--- config.mk ---
export PLATFORM = sky130hd
export DESIGN_NAME = alu_pipe_stage
export DESIGN_NICKNAME = d
export VERILOG_FILES = /design/src/rtl/alu_pkg.sv /design/src/rtl/alu.sv /design/src/rtl/alu_pipe_stage.sv
export SDC_FILE = /design/constraint.sdc
export NUM_CORES = 1
export LEC_CHECK = 0
export BUFFER_PORTS_ARGS = -buffer_cell sky130_fd_sc_hd__buf_2
export CELL_PAD_IN_SITES_DETAIL_PLACEMENT = 1
export CELL_PAD_IN_SITES_GLOBAL_PLACEMENT = 2
export CORE_MARGIN = 4
export CORE_UTILIZATION = 33
export CTS_CLUSTER_SIZE = 40
export DETAILED_ROUTE_END_ITERATION = 10
export GPL_TIMING_DRIVEN = 0
export PLACE_DENSITY = 0.76
export SETUP_SLACK_MARGIN = 0.05
export SYNTH_ARGS = -nofsm -noshare
export SYNTH_HDL_FRONTEND = slang
export SYNTH_SLANG_ARGS = --single-unit
export TNS_END_PERCENT = 20
--- constraint.sdc ---
create_clock -name clk -period 6.15 [get_ports clk]
set_input_delay 0.615 -clock clk [delete_from_list [all_inputs] [get_ports clk]]
set_output_delay 0.615 -clock clk [all_outputs]
set_load 0.01 [all_outputs]
--- src/rtl/alu_pkg.sv ---
// Shared definitions for the execute stage: ALU operation codes, the XZR index
// and the ID/EX payload layout.
package alu_pkg;

  localparam int DATA_W = 64;
  localparam int REG_W  = 5;

  localparam logic [3:0] ALU_AND   = 4'b0000;
  localparam logic [3:0] ALU_OR    = 4'b0001;
  localparam logic [3:0] ALU_ADD   = 4'b0010;
  localparam logic [3:0] ALU_SUB   = 4'b0110;
  localparam logic [3:0] ALU_PASSB = 4'b0111;

  // Index of the hard-wired zero register; never a forwarding source
  localparam logic [REG_W-1:0] XZR = 5'd31;

  typedef struct packed {
    logic [DATA_W-1:0] a;
    logic [DATA_W-1:0] b;
    logic [REG_W-1:0]  rs1;
    logic [REG_W-1:0]  rs2;
    logic              b_imm;
    logic [3:0]        ctl;
    logic [REG_W-1:0]  rd;
    logic              wr;
  } s1_t;

endpackage

--- src/rtl/alu.sv ---
// Combinational 64-bit ALU; zero latency, no handshake.
// Undefined operation codes return all-ones; arithmetic wraps with no carry out.
module alu
  import alu_pkg::*;
#(
  parameter int N = DATA_W
) (
  input  logic [N-1:0] a,
  input  logic [N-1:0] b,
  input  logic [3:0]   ctl,
  output logic [N-1:0] y
);

  always_comb begin
    y = '1;
    case (ctl)
      ALU_AND:   y = a & b;
      ALU_OR:    y = a | b;
      ALU_ADD:   y = a + b;
      ALU_SUB:   y = a - b;
      ALU_PASSB: y = b;
      default:   y = '1;
    endcase
  end

endmodule

--- src/rtl/alu_pipe_stage.sv ---
// Elastic ID/EX -> EX/MEM execute stage with EX/MEM-to-operand forwarding; result
// registered one edge after ID/EX capture. Stalls on out_ready=0; flush kills ID/EX.
module alu_pipe_stage
  import alu_pkg::*;
#(
  parameter int N  = DATA_W,
  parameter int RW = REG_W
) (
  input  logic          clk,
  input  logic          reset,
  input  logic          flush,
  input  logic          in_valid,
  output logic          in_ready,
  input  logic [N-1:0]  in_a,
  input  logic [N-1:0]  in_b,
  input  logic [RW-1:0] in_rs1,
  input  logic [RW-1:0] in_rs2,
  input  logic          in_b_imm,
  input  logic [3:0]    in_alu_ctl,
  input  logic [RW-1:0] in_rd,
  input  logic          in_wr,
  output logic          out_valid,
  input  logic          out_ready,
  output logic [N-1:0]  out_result,
  output logic          out_zero,
  output logic [RW-1:0] out_rd,
  output logic          out_wr
);

  s1_t           s1_q;
  s1_t           s1_d;
  logic          s1_vld;
  logic          s2_vld;
  logic [N-1:0]  s2_result;
  logic          s2_zero;
  logic [RW-1:0] s2_rd;
  logic          s2_wr;

  logic          adv1;
  logic          adv2;
  logic          accept;
  logic          fwd_a;
  logic          fwd_b;
  logic [N-1:0]  op_a;
  logic [N-1:0]  op_b;
  logic [N-1:0]  alu_y;

  // A flushed ID/EX entry must not slip into EX/MEM on the same edge.
  assign adv2     = !s2_vld || out_ready;
  assign adv1     = s1_vld && adv2 && !flush;
  assign in_ready = !flush && (!s1_vld || adv2);
  assign accept   = in_valid && in_ready;

  always_comb begin
    s1_d       = s1_q;
    s1_d.a     = in_a;
    s1_d.b     = in_b;
    s1_d.rs1   = in_rs1;
    s1_d.rs2   = in_rs2;
    s1_d.b_imm = in_b_imm;
    s1_d.ctl   = in_alu_ctl;
    s1_d.rd    = in_rd;
    s1_d.wr    = in_wr;
  end

  always_ff @(posedge clk or negedge reset) begin
    if (!reset) begin
      s1_vld <= 1'b0;
      s1_q   <= '0;
    end else if (accept) begin
      s1_vld <= 1'b1;
      s1_q   <= s1_d;
    end else if (adv1 || flush) begin
      s1_vld <= 1'b0;
    end
  end

  // EX/MEM holds the only in-flight older result; older ones are in the register file.
  assign fwd_a = s2_vld && s2_wr && (s2_rd == s1_q.rs1) && (s1_q.rs1 != XZR);
  assign fwd_b = s2_vld && s2_wr && (s2_rd == s1_q.rs2) && (s1_q.rs2 != XZR) && !s1_q.b_imm;
  assign op_a  = fwd_a ? s2_result : s1_q.a;
  assign op_b  = fwd_b ? s2_result : s1_q.b;

  alu #(.N(N)) u_alu (
    .a   (op_a),
    .b   (op_b),
    .ctl (s1_q.ctl),
    .y   (alu_y)
  );

  always_ff @(posedge clk or negedge reset) begin
    if (!reset) begin
      s2_vld    <= 1'b0;
      s2_result <= '0;
      s2_zero   <= 1'b0;
      s2_rd     <= '0;
      s2_wr     <= 1'b0;
    end else if (adv1) begin
      s2_vld    <= 1'b1;
      s2_result <= alu_y;
      s2_zero   <= (alu_y == '0);
      s2_rd     <= s1_q.rd;
      s2_wr     <= s1_q.wr;
    end else if (adv2) begin
      s2_vld    <= 1'b0;
    end
  end

  assign out_valid  = s2_vld;
  assign out_result = s2_result;
  assign out_zero   = s2_zero;
  assign out_rd     = s2_rd;
  assign out_wr     = s2_wr;

endmodule

# == After elaboration in Yosys (flattened, before gate mapping) ==
# Index checks and enable logic that the tools add are counted.
# word_totals
word_cells,54
input_bits,154
output_inout_bits,73
regBits,222
# classes
addsub,2
n_bitwise,2
eq_ne,8
n_mux,7
reduce_logical,21
# op_table
op,count
$pmux W64 S5,1
$mux W64,2
$add A64 B64 Y64,1
$and A64 B64 Y64,1
$logic_not A64 Y1,1
$or A64 B64 Y64,1
$sub A64 B64 Y64,1
$eq A5 B5 Y1,2
$logic_and A1 B1 Y1,10
$ne A5 B5 Y1 const B,2
$eq A4 B3 Y1 const B,2
$eq A4 B1 Y1 const B,1
$eq A4 B2 Y1 const B,1
$logic_not A1 Y1,4
$logic_not A4 Y1,1
$mux W1,4
$reduce_bool A2 Y1,2
$logic_or A1 B1 Y1,3

# == Longest topological paths before layout ==
# Gate-level depths: netlist of the first run.
# depth
ltp_word,8
mapped_depth,30
ltp_nobuf,25

# == Modules after synthesis ==
# From an unflattened synthesis of the first run, not the netlist that was laid out.
# unflattened
hier_cells,1794
area_unflattened_um2,17185.2
# by_module_without_submodules
module,area_each_um2,cells_each,seq_area_each_um2,instances
alu_pipe_stage,10037.1,658,5555.3,1
alu,7148.1,1136,0.0,1

# == Least setup slack after synthesis of the first run ==
# OpenSTA, ideal clock, no wires.
# synth_timing
kind,register to register
from,reg s2_rd[3] (netlist: out_rd[3])
to,reg s2_zero (netlist: out_zero)
path_buffers,6
t_arrival_ps,5957
stages_incl_launch_ff,26
path_slack_ps,117
setup_ps,76
period_less_slack_ps,6033
required_time_ps,6074
cell_sequence,dfrtp_1 xor2_1 or3_4 nor3_1 buf_2 buf_2 clkbuf_1 buf_2 clkbuf_1 a31oi_1 o21bai_1 o21ai_0 xnor2_1 ha_1 clkbuf_1 nand4_1 nor4b_1 o31a_1 o31ai_1 a2111oi_2 o21ai_1 nand4_1 or3b_2 nor4_1 nand4_1 o21ai_1
# synth_via
elab_chain_len,8
elab_cells_between_ends,15
classes_between,add/sub (2); eq/ne (2); mux (3); bitwise (2); reduce/logical (6)
# synth_lines
element,line,text
"start, declared",alu_pipe_stage.sv:36,logic [RW-1:0] s2_rd;
"start signal, assigned",alu_pipe_stage.sv:102,s2_rd <= s1_q.rd;
$eq A5 B5 Y1,alu_pipe_stage.sv:80,assign fwd_b = s2_vld && s2_wr && (s2_rd == s1_q.rs2) && (s1_q.rs2 != XZR) && !s1_q.b_imm;
$logic_and A1 B1 Y1 (3 in series),alu_pipe_stage.sv:80,
$mux W64,alu_pipe_stage.sv:82,assign op_b = fwd_b ? s2_result : s1_q.b;
$sub A64 B64 Y64 (tied with other cells),alu.sv:20,ALU_SUB: y = a - b;
$pmux W64 S5 (*),alu.sv:16,case (ctl)
$logic_not A64 Y1 (*),alu_pipe_stage.sv:101,s2_zero <= (alu_y == '0);
"end signal, assigned",alu_pipe_stage.sv:101,
"end, declared",alu_pipe_stage.sv:35,logic s2_zero;
# Mark *: on every way between the ends. The rest lies on a longest branch, timed or not.
# A chain may end at the register's enable or synchronous reset.

# == Final worst setup path of the first run ==
# layout_timing
from,reg s1_q[7] (netlist name)
to,reg s2_zero (netlist: out_zero)
# layout_via
elab_chain_len,3
elab_cells_between_ends,7
classes_between,eq/ne (4); mux (1); reduce/logical (2)
# layout_lines
element,line,text
"start, declared",alu_pipe_stage.sv:30,s1_t s1_q;
"start signal, assigned",alu_pipe_stage.sv:69,s1_q <= '0;
"start signal, assigned",alu_pipe_stage.sv:72,s1_q <= s1_d;
$eq A4 B3 Y1 (tied with other cells),alu.sv:16,
$pmux W64 S5 (*),alu.sv:16,
$logic_not A64 Y1 (*),alu_pipe_stage.sv:101,
# Marks and branches as above.

==> run metrics, run 1 <==
Final setup violation count=3; Max-Slew Margin vs Limit=-6.02%; Max Clock Freq=0.148 GHz; violations in the final reports=negative hold slack, max-capacitance violations, max-slew violations, negative setup slack; total of warnings raised by yosys=0; final hold viol count=2; largest area contributor in the netlist=sky130_fd_sc_hd__dfrtp_1; Die H=248 um; filler instances=6587; global-route wire length before repair=159000 um; I/O pin total=227; Antenna Nets Post-Route=0; leading post-synthesis cells by instance count=303 x sky130_fd_sc_hd__nand2_1, 222 x sky130_fd_sc_hd__dfrtp_1, 192 x sky130_fd_sc_hd__mux2_2; area of the core=56600 um^2; DRT iter0 DRCs=2166; Area growth, synth to finish=30.6%; Final Worst Setup Slack=-0.592 ns; result of the run=finished with violations; Post-synth EDFFs=0; total global routing overflow=0; Port Buffer Count=226; wirelength, routed=113000 um; Area contributors post-synth=sky130_fd_sc_hd__dfrtp_1 29%, sky130_fd_sc_hd__mux2_2 11%, sky130_fd_sc_hd__nand2_1 6.0%; starting density of the core=33.5%; utilization of the core after routing=43.8%; total track usage=35.8%; DP HPWL=83800 um; skew final=0.0427 ns; Worst setup SP type=register; Inserted Clock Buffers=29; Post-DP Area=21200 um^2; setup slack at placement=-4.86 ns; Crit path arrival time=7.24 ns; full die area=61400 um^2; count of unique library cells instantiated by Yosys=84; buffering stage count on the worst path with inverters included=5; sequential cell area=5570 um^2; slew at the pin closest to its max-slew limit=1.59 ns; number of flip-flops and latches in the synthesized netlist=222; final cell area excluding filler cells=24800 um^2; top fanout value on the critical path=10; most used flip-flop cell after synthesis=sky130_fd_sc_hd__dfrtp_1; required time at the worst-slack endpoint=6.65 ns; Synth Area per Inst=8.38 um^2; Stages on worst setup path=23; max-slew violation count=22; Max H-tree Level=1; Post-Syn Area=19000 um^2; fraction of layout cells with a size suffix above 1=33.6%; setup repair after global routing missed its margin=yes; startpoint-to-endpoint class of the critical path=reg2reg; vias in the first global route=21500; initial antenna violation count=4; die width=248 um; Reg clk slew, reported paths=0.07 ns; total area of multi-input combinational cells=14200 um^2; post-route minimum period=6.74 ns; fraction of the cycle the final worst path needs=110%; number of nets produced by synthesis=2484; top-count cell post-synth=sky130_fd_sc_hd__nand2_1; Critical Path Max Stage Delay=0.56 ns; post-detailed-route DRC marker count=0; TritonCTS Sinks=222; count of nets after finishing=2798; Root Buffer=sky130_fd_sc_hd__clkbuf_16; DR WL/cell=33.8 um; number of max-cap violations=2; Min-Delay Path Class=in2async; clock insertion delay at the later pin of the skew report=0.62 ns; async set-reset flop share out of synthesis=100%; cell area power density=353 nW/um^2; TritonCTS clock tree=done; Max Buffers Root-to-Sink=3; Critical Path, Cell by Cell=clkinv_2, nor3_4, buf_6, buf_4, buf_6, nand2_4, buf_8, o31ai_1, xnor2_1, o21ai_0, ha_1, a21o_1, a21oi_2, a211oi_4, o31a_1, o21ai_0, o211ai_1, nor4_4, and4_1, nand4_1, nor4b_4, nand4_1, o21ai_1; largest net degree at the start of global routing=117; Top Family by Delay on Critical Path=simple AND/OR/NAND/NOR gates; Peak supply drop=0.000228 V; kind of end point of the critical path=register; cell with the biggest individual delay on the critical path=sky130_fd_sc_hd__nor4_4; proportion of synthesized chip area in sequential cells=29.3%; reg2reg path depth=23; portion of synthesized cell area occupied by the leading cell type=29.3%; post-synthesis cell count=2264; per-cell via count in the routed design=6.37; global placer's final weighted congestion=1.00; via total after detailed routing=21400; static leakage=10.6 nW; Initial DRT Pass Iterations=5; Worst Hold Margin=-0.00372 ns; standard-cell rows=87
==> registers in the layout, summed over array words and instances (netlist names) <==
signal,flops
s1_vld,1
out_rd,5
out_valid,1
out_zero,1
out_wr,1
s1_q,149
out_result,64
==> stage by stage <==
step                      setup TNS [ns]  hold WS (ns)  cells  total power [mW]
after floorplan                        0         0.319   2264              4.50
after global placement           -193.32         0.452   3246              5.98
after detailed placement         -169.33         0.456   3252              6.07
after CTS                         -0.470        0.0581   3337              8.42
after global routing              -0.972        0.0938   3357              9.14
final                             -0.773      -0.00372   3359              8.74
==> final cells by class <==
type                            count  area share (%)
Inverter                           46           0.702
Timing Repair Buffer              324            8.05
Sequential cell                   222            22.5
Multi-Input combinational cell   1842            57.4
Clock inverter                     14           0.616
Clock buffer                       39            3.40
Antenna cell                        3          0.0303
Buffer                            113            3.56
Tap cell                          756            3.82
==> timing repair <==
item	in CTS	in global routing
cloned	2	0
gates resized for setup	393	88
hold buffers	0	0
pin swaps	85	65
buffers inserted	66	23
setup endpoints to repair	64	13
==> where the power goes <==
part / total (mW) / internal, mW / switching (mW) / leakage, nW
combinational: 4.71 / 1.77 / 2.94 / 7.47
sequential: 2.27 / 1.75 / 0.521 / 2.61
clock: 1.76 / 1.05 / 0.718 / 0.484
total: 8.74 / 4.56 / 4.18 / 10.6
==> layer usage <==
layer	part of all wire, %	global-route usage (%)	vias to the layer above	routed length, um
met5	0.011	0	-	13
met4	5.1	14.8	2	5730
met3	10	7.90	271	11500
met2	42	53.5	1200	48200
met1	42	50.0	10900	48000
li1	-	-	9025	-
==> worst paths after layout <==
check                             start             end  slack (ns)
worst max-delay path            s1_q[7]        out_zero       -0.59
worst min-delay path              reset        s1_q[29]      -0.004
worst max register to register  s1_q[7]        out_zero       -0.59
worst min register to register  s1_q[0]          out_wr        0.47
max in group asynchronous         reset  out_result[45]        4.98
min in group clk                  flush          s1_vld        0.20
==> cells in the final DEF (no fill, tap or decap), drive strengths merged, types with 14 or more instances in the layout <==
cell type	count
a211oi	14
a21o	37
a21oi	182
a221oi	20
a31oi	27
and2	15
and3	21
buf	355
clkbuf	119
dfrtp	222
ha	65
inv	46
mux2	192
mux2i	89
nand2	303
nand2b	16
nand3	48
nand4	48
nor2	115
nor3	67
nor4	27
o211ai	22
o21a	25
o21ai	161
o21bai	14
o31ai	26
or3	26
or4	20
xnor2	60
xor2	39
==> kinds of logic (layout without fill, tap and decap cells) <==
group	count (synthesis)	count (layout)	share of synthesized area, %
flops	222	222	29.3
xor+xnor	99	99	4.57
buf+inv	200	536	4.26
mux	281	281	16.4
other cells	0	3	0
fa+ha+maj	68	68	4.50
simple gates	754	754	19.2
compound gates	640	640	21.8
Note: power is estimated with default switching activity, not from simulation.
==> inputs of run 2 (changes only) <==
- CORE_ASPECT_RATIO: default -> 2
==> run 2 against run 1 <==
The run ends with max-capacitance violations, max-slew violations, negative setup slack left. Wire length up 10%. Highest routed layer unchanged. Utilization down 0.15 points. Total power up 2.8%. Critical path depth up 3. Register-to-register slack better by 0.15 ns. Critical path type unchanged. Die area up 0.38%. Largest cell class unchanged. Fmax up 2.3%. First-iteration DRC count down 25%. Critical endpoint unchanged.
==> run metrics, run 2 (same netlist as run 1, synthesis figures left out) <==
Inserted Clock Buffers=25 (-14%); die width=178 um (-28%); total global routing overflow=0 (unchanged); full die area=61600 um^2 (+0.38%); Max-Slew Margin vs Limit=-1.40% (+4.6 points); violations in the final reports=max-capacitance violations, max-slew violations, negative setup slack; max-slew violation count=11 (-50%); post-detailed-route DRC marker count=0 (unchanged); via total after detailed routing=21600 (+1.0%); Worst setup SP type=register; global-route wire length before repair=170000 um (+6.9%); leading cell type in the layout, fill and taps excluded=sky130_fd_sc_hd__nand2_1; static leakage=10.5 nW (-0.25%); beginning of the critical path=out_rd[3]; Final setup violation count=3 (unchanged); global placer's final weighted congestion=1.03 (+2.5%); vias in the first global route=23100 (+7.7%); area of the core=57100 um^2 (+0.87%); Root Buffer=sky130_fd_sc_hd__clkbuf_16; Area growth, synth to finish=31.3%; Crit path arrival time=7.12 ns (-0.12 ns); DRT iter0 DRCs=1631 (-25%); portion of total power attributed to combinational logic=55.7% (+1.8 points); initial antenna violation count=2 (-2); per-cell via count in the routed design=6.43 (+1.1%); result of the run=finished with violations; total track usage=39.2% (+3.4 points); Worst R2R Setup Slack=-0.44 ns (+0.15 ns); cell with the biggest individual delay on the critical path=sky130_fd_sc_hd__dfrtp_2; largest net degree at the start of global routing=103 (-12%); DP HPWL=95300 um (+14%); Largest Register=s1_q; top fanout value on the critical path=8 (-2); Peak supply drop=0.000230 V (+0.90%); cell area power density=361 nW/um^2 (+2.3%); I/O pin total=227 (unchanged); TritonCTS Sinks=222 (unchanged); Port Buffer Count=226 (unchanged); Critical Path Max Stage Delay=0.42 ns (-0.14 ns); wirelength, routed=125000 um (+10%); origin of the critical flop-to-flop path=out_rd[3]; DR WL/cell=37.2 um (+10%); count of nets after finishing=2802 (+0.14%); number of flip-flops under the largest register name=149 (unchanged); Flop pwr share=26.0% (about the same); kind of end point of the critical path=register; starting density of the core=33.2% (-0.29 points); clock insertion delay at the later pin of the skew report=0.63 ns (about the same); Final Worst Setup Slack=-0.441 ns (+0.151 ns); Post-DP Area=21200 um^2 (+0.23%); required time at the worst-slack endpoint=6.68 ns (+0.03 ns); # placed instances=3254 (+0.062%); number of max-cap violations=1 (-1); reg2reg path depth=26 (+13%); Die H=347 um (+40%); post-layout instance count excluding filler cells=3357 (-0.060%); Max Clock Freq=0.152 GHz (+2.3%); skew final=0.0362 ns (-0.00648 ns); sum of internal, switching and leakage power=8.99 mW (+2.8%); final hold viol count=0 (-2); setup repair after global routing missed its margin=yes; Max Buffers Root-to-Sink=3 (unchanged); leading cell types in the layout, fill and taps excluded=295 x sky130_fd_sc_hd__nand2_1, 227 x sky130_fd_sc_hd__buf_2, 212 x sky130_fd_sc_hd__dfrtp_1; total internal power=4.50 mW (-1.3%); Reg clk slew, reported paths=0.07 ns (about the same); startpoint-to-endpoint class of the critical path=reg2reg; final cell area excluding filler cells=24900 um^2 (+0.51%); Initial DRT Pass Iterations=5 (unchanged); crit path to=out_zero; switching portion of total power=49.9% (+2.1 points); clock network fraction of total power=18.3% (-1.9 points); TNS Setup=-0.661 ns (+0.112 ns); fraction of layout cells with a size suffix above 1=34.7% (+1.1 points); standard-cell rows=124 (+43%); TritonCTS clock tree=done; post-route minimum period=6.59 ns (-0.151 ns); slew at the pin closest to its max-slew limit=1.52 ns (-0.0694 ns); Max H-tree Level=1 (unchanged); fraction of the cycle the final worst path needs=107% (-2.5 points); most frequent cell on the critical path=sky130_fd_sc_hd__buf_16; Antenna Nets Post-Route=0 (unchanged); NetSw=4.49 mW (+7.2%); endpoint of the lowest-slack register-to-register path=out_zero; Min-Delay Path Class=in2reg
run 2: cell count changes in the layout (fill, tap and decap cells not counted), sizes merged:
cell and change:
clkinv -4, diode -1, buf +9, clkinvlp -1
clkbuf -4, bufbuf -2, dlygate4sd3 +1
run 2: through the flow:
stage	util, %	worst slack, ns	hold slack [ns]
floorplan	-	0.117	0.319
CTS	42.3	-0.426	0.168
detailed placement	37.1	-5.25	0.466
global route	43.6	-0.534	0.195
global placement	36.9	-6.23	0.445
finish	43.6	-0.441	0.195
run 2: layer usage:
metal | vias up | track usage, % | routed length (um)
met5 | - | 0 | 13
met4 | 2 | 40.2 | 16700
met3 | 658 | 6.91 | 6990
met2 | 1135 | 67.3 | 61000
met1 | 10800 | 37.7 | 40300
li1 | 9009 | - | -
run 2: area by class of cell:
type                    count  area, um^2
clock buffers              35         723
diodes                      2        5.00
flip-flops and latches    222        5570
inverters                  46         175
repair buffers            333        2040
well taps                 756         946
plain buffers             112         862
multi-input cells        1842       14500
fillers                  6808       32200
clock inverters             9         121
run 2: critical path: cells and delay by family (launching register included):
kind / cells / cell delay, ns
flops: 1 / 0.42
fa+ha+maj: 1 / 0.28
compound gates: 7 / 1.47
buf+inv: 7 / 1.03
simple gates: 8 / 2.61
xor+xnor: 3 / 0.66
run 2: worst min path at each step:
stage,from,endpoint,slack [ns],depth (start not counted)
2_1_floorplan,reset,out_rd[0],0.32,0
3_3_place_gp,s1_q[5],out_rd[4],0.45,2
3_5_place_dp,s1_q[4],out_rd[3],0.47,2
4_1_cts,flush,s1_vld,0.17,2
5_1_grt,flush,s1_vld,0.20,2
6_report,flush,s1_vld,0.19,2
run 2: repair_timing:
action                                 CTS  global route
resized for setup                      404           125
hold buffers                             1             0
setup endpoints to repair               64            16
endpoints found under the hold margin   48             0
pin swaps                               74            65
buffers inserted                        67            32
run 2: power groups by stage:
stage / combinational, mW / sequential (mW) / clock [mW]
finish: 5.01 / 2.33 / 1.65
global placement: 3.92 / 2.31 / 0
CTS: 4.61 / 2.29 / 1.67
global route: 5.24 / 2.34 / 1.72
floorplan: 2.41 / 2.10 / 0
detailed placement: 4.00 / 2.31 / 0
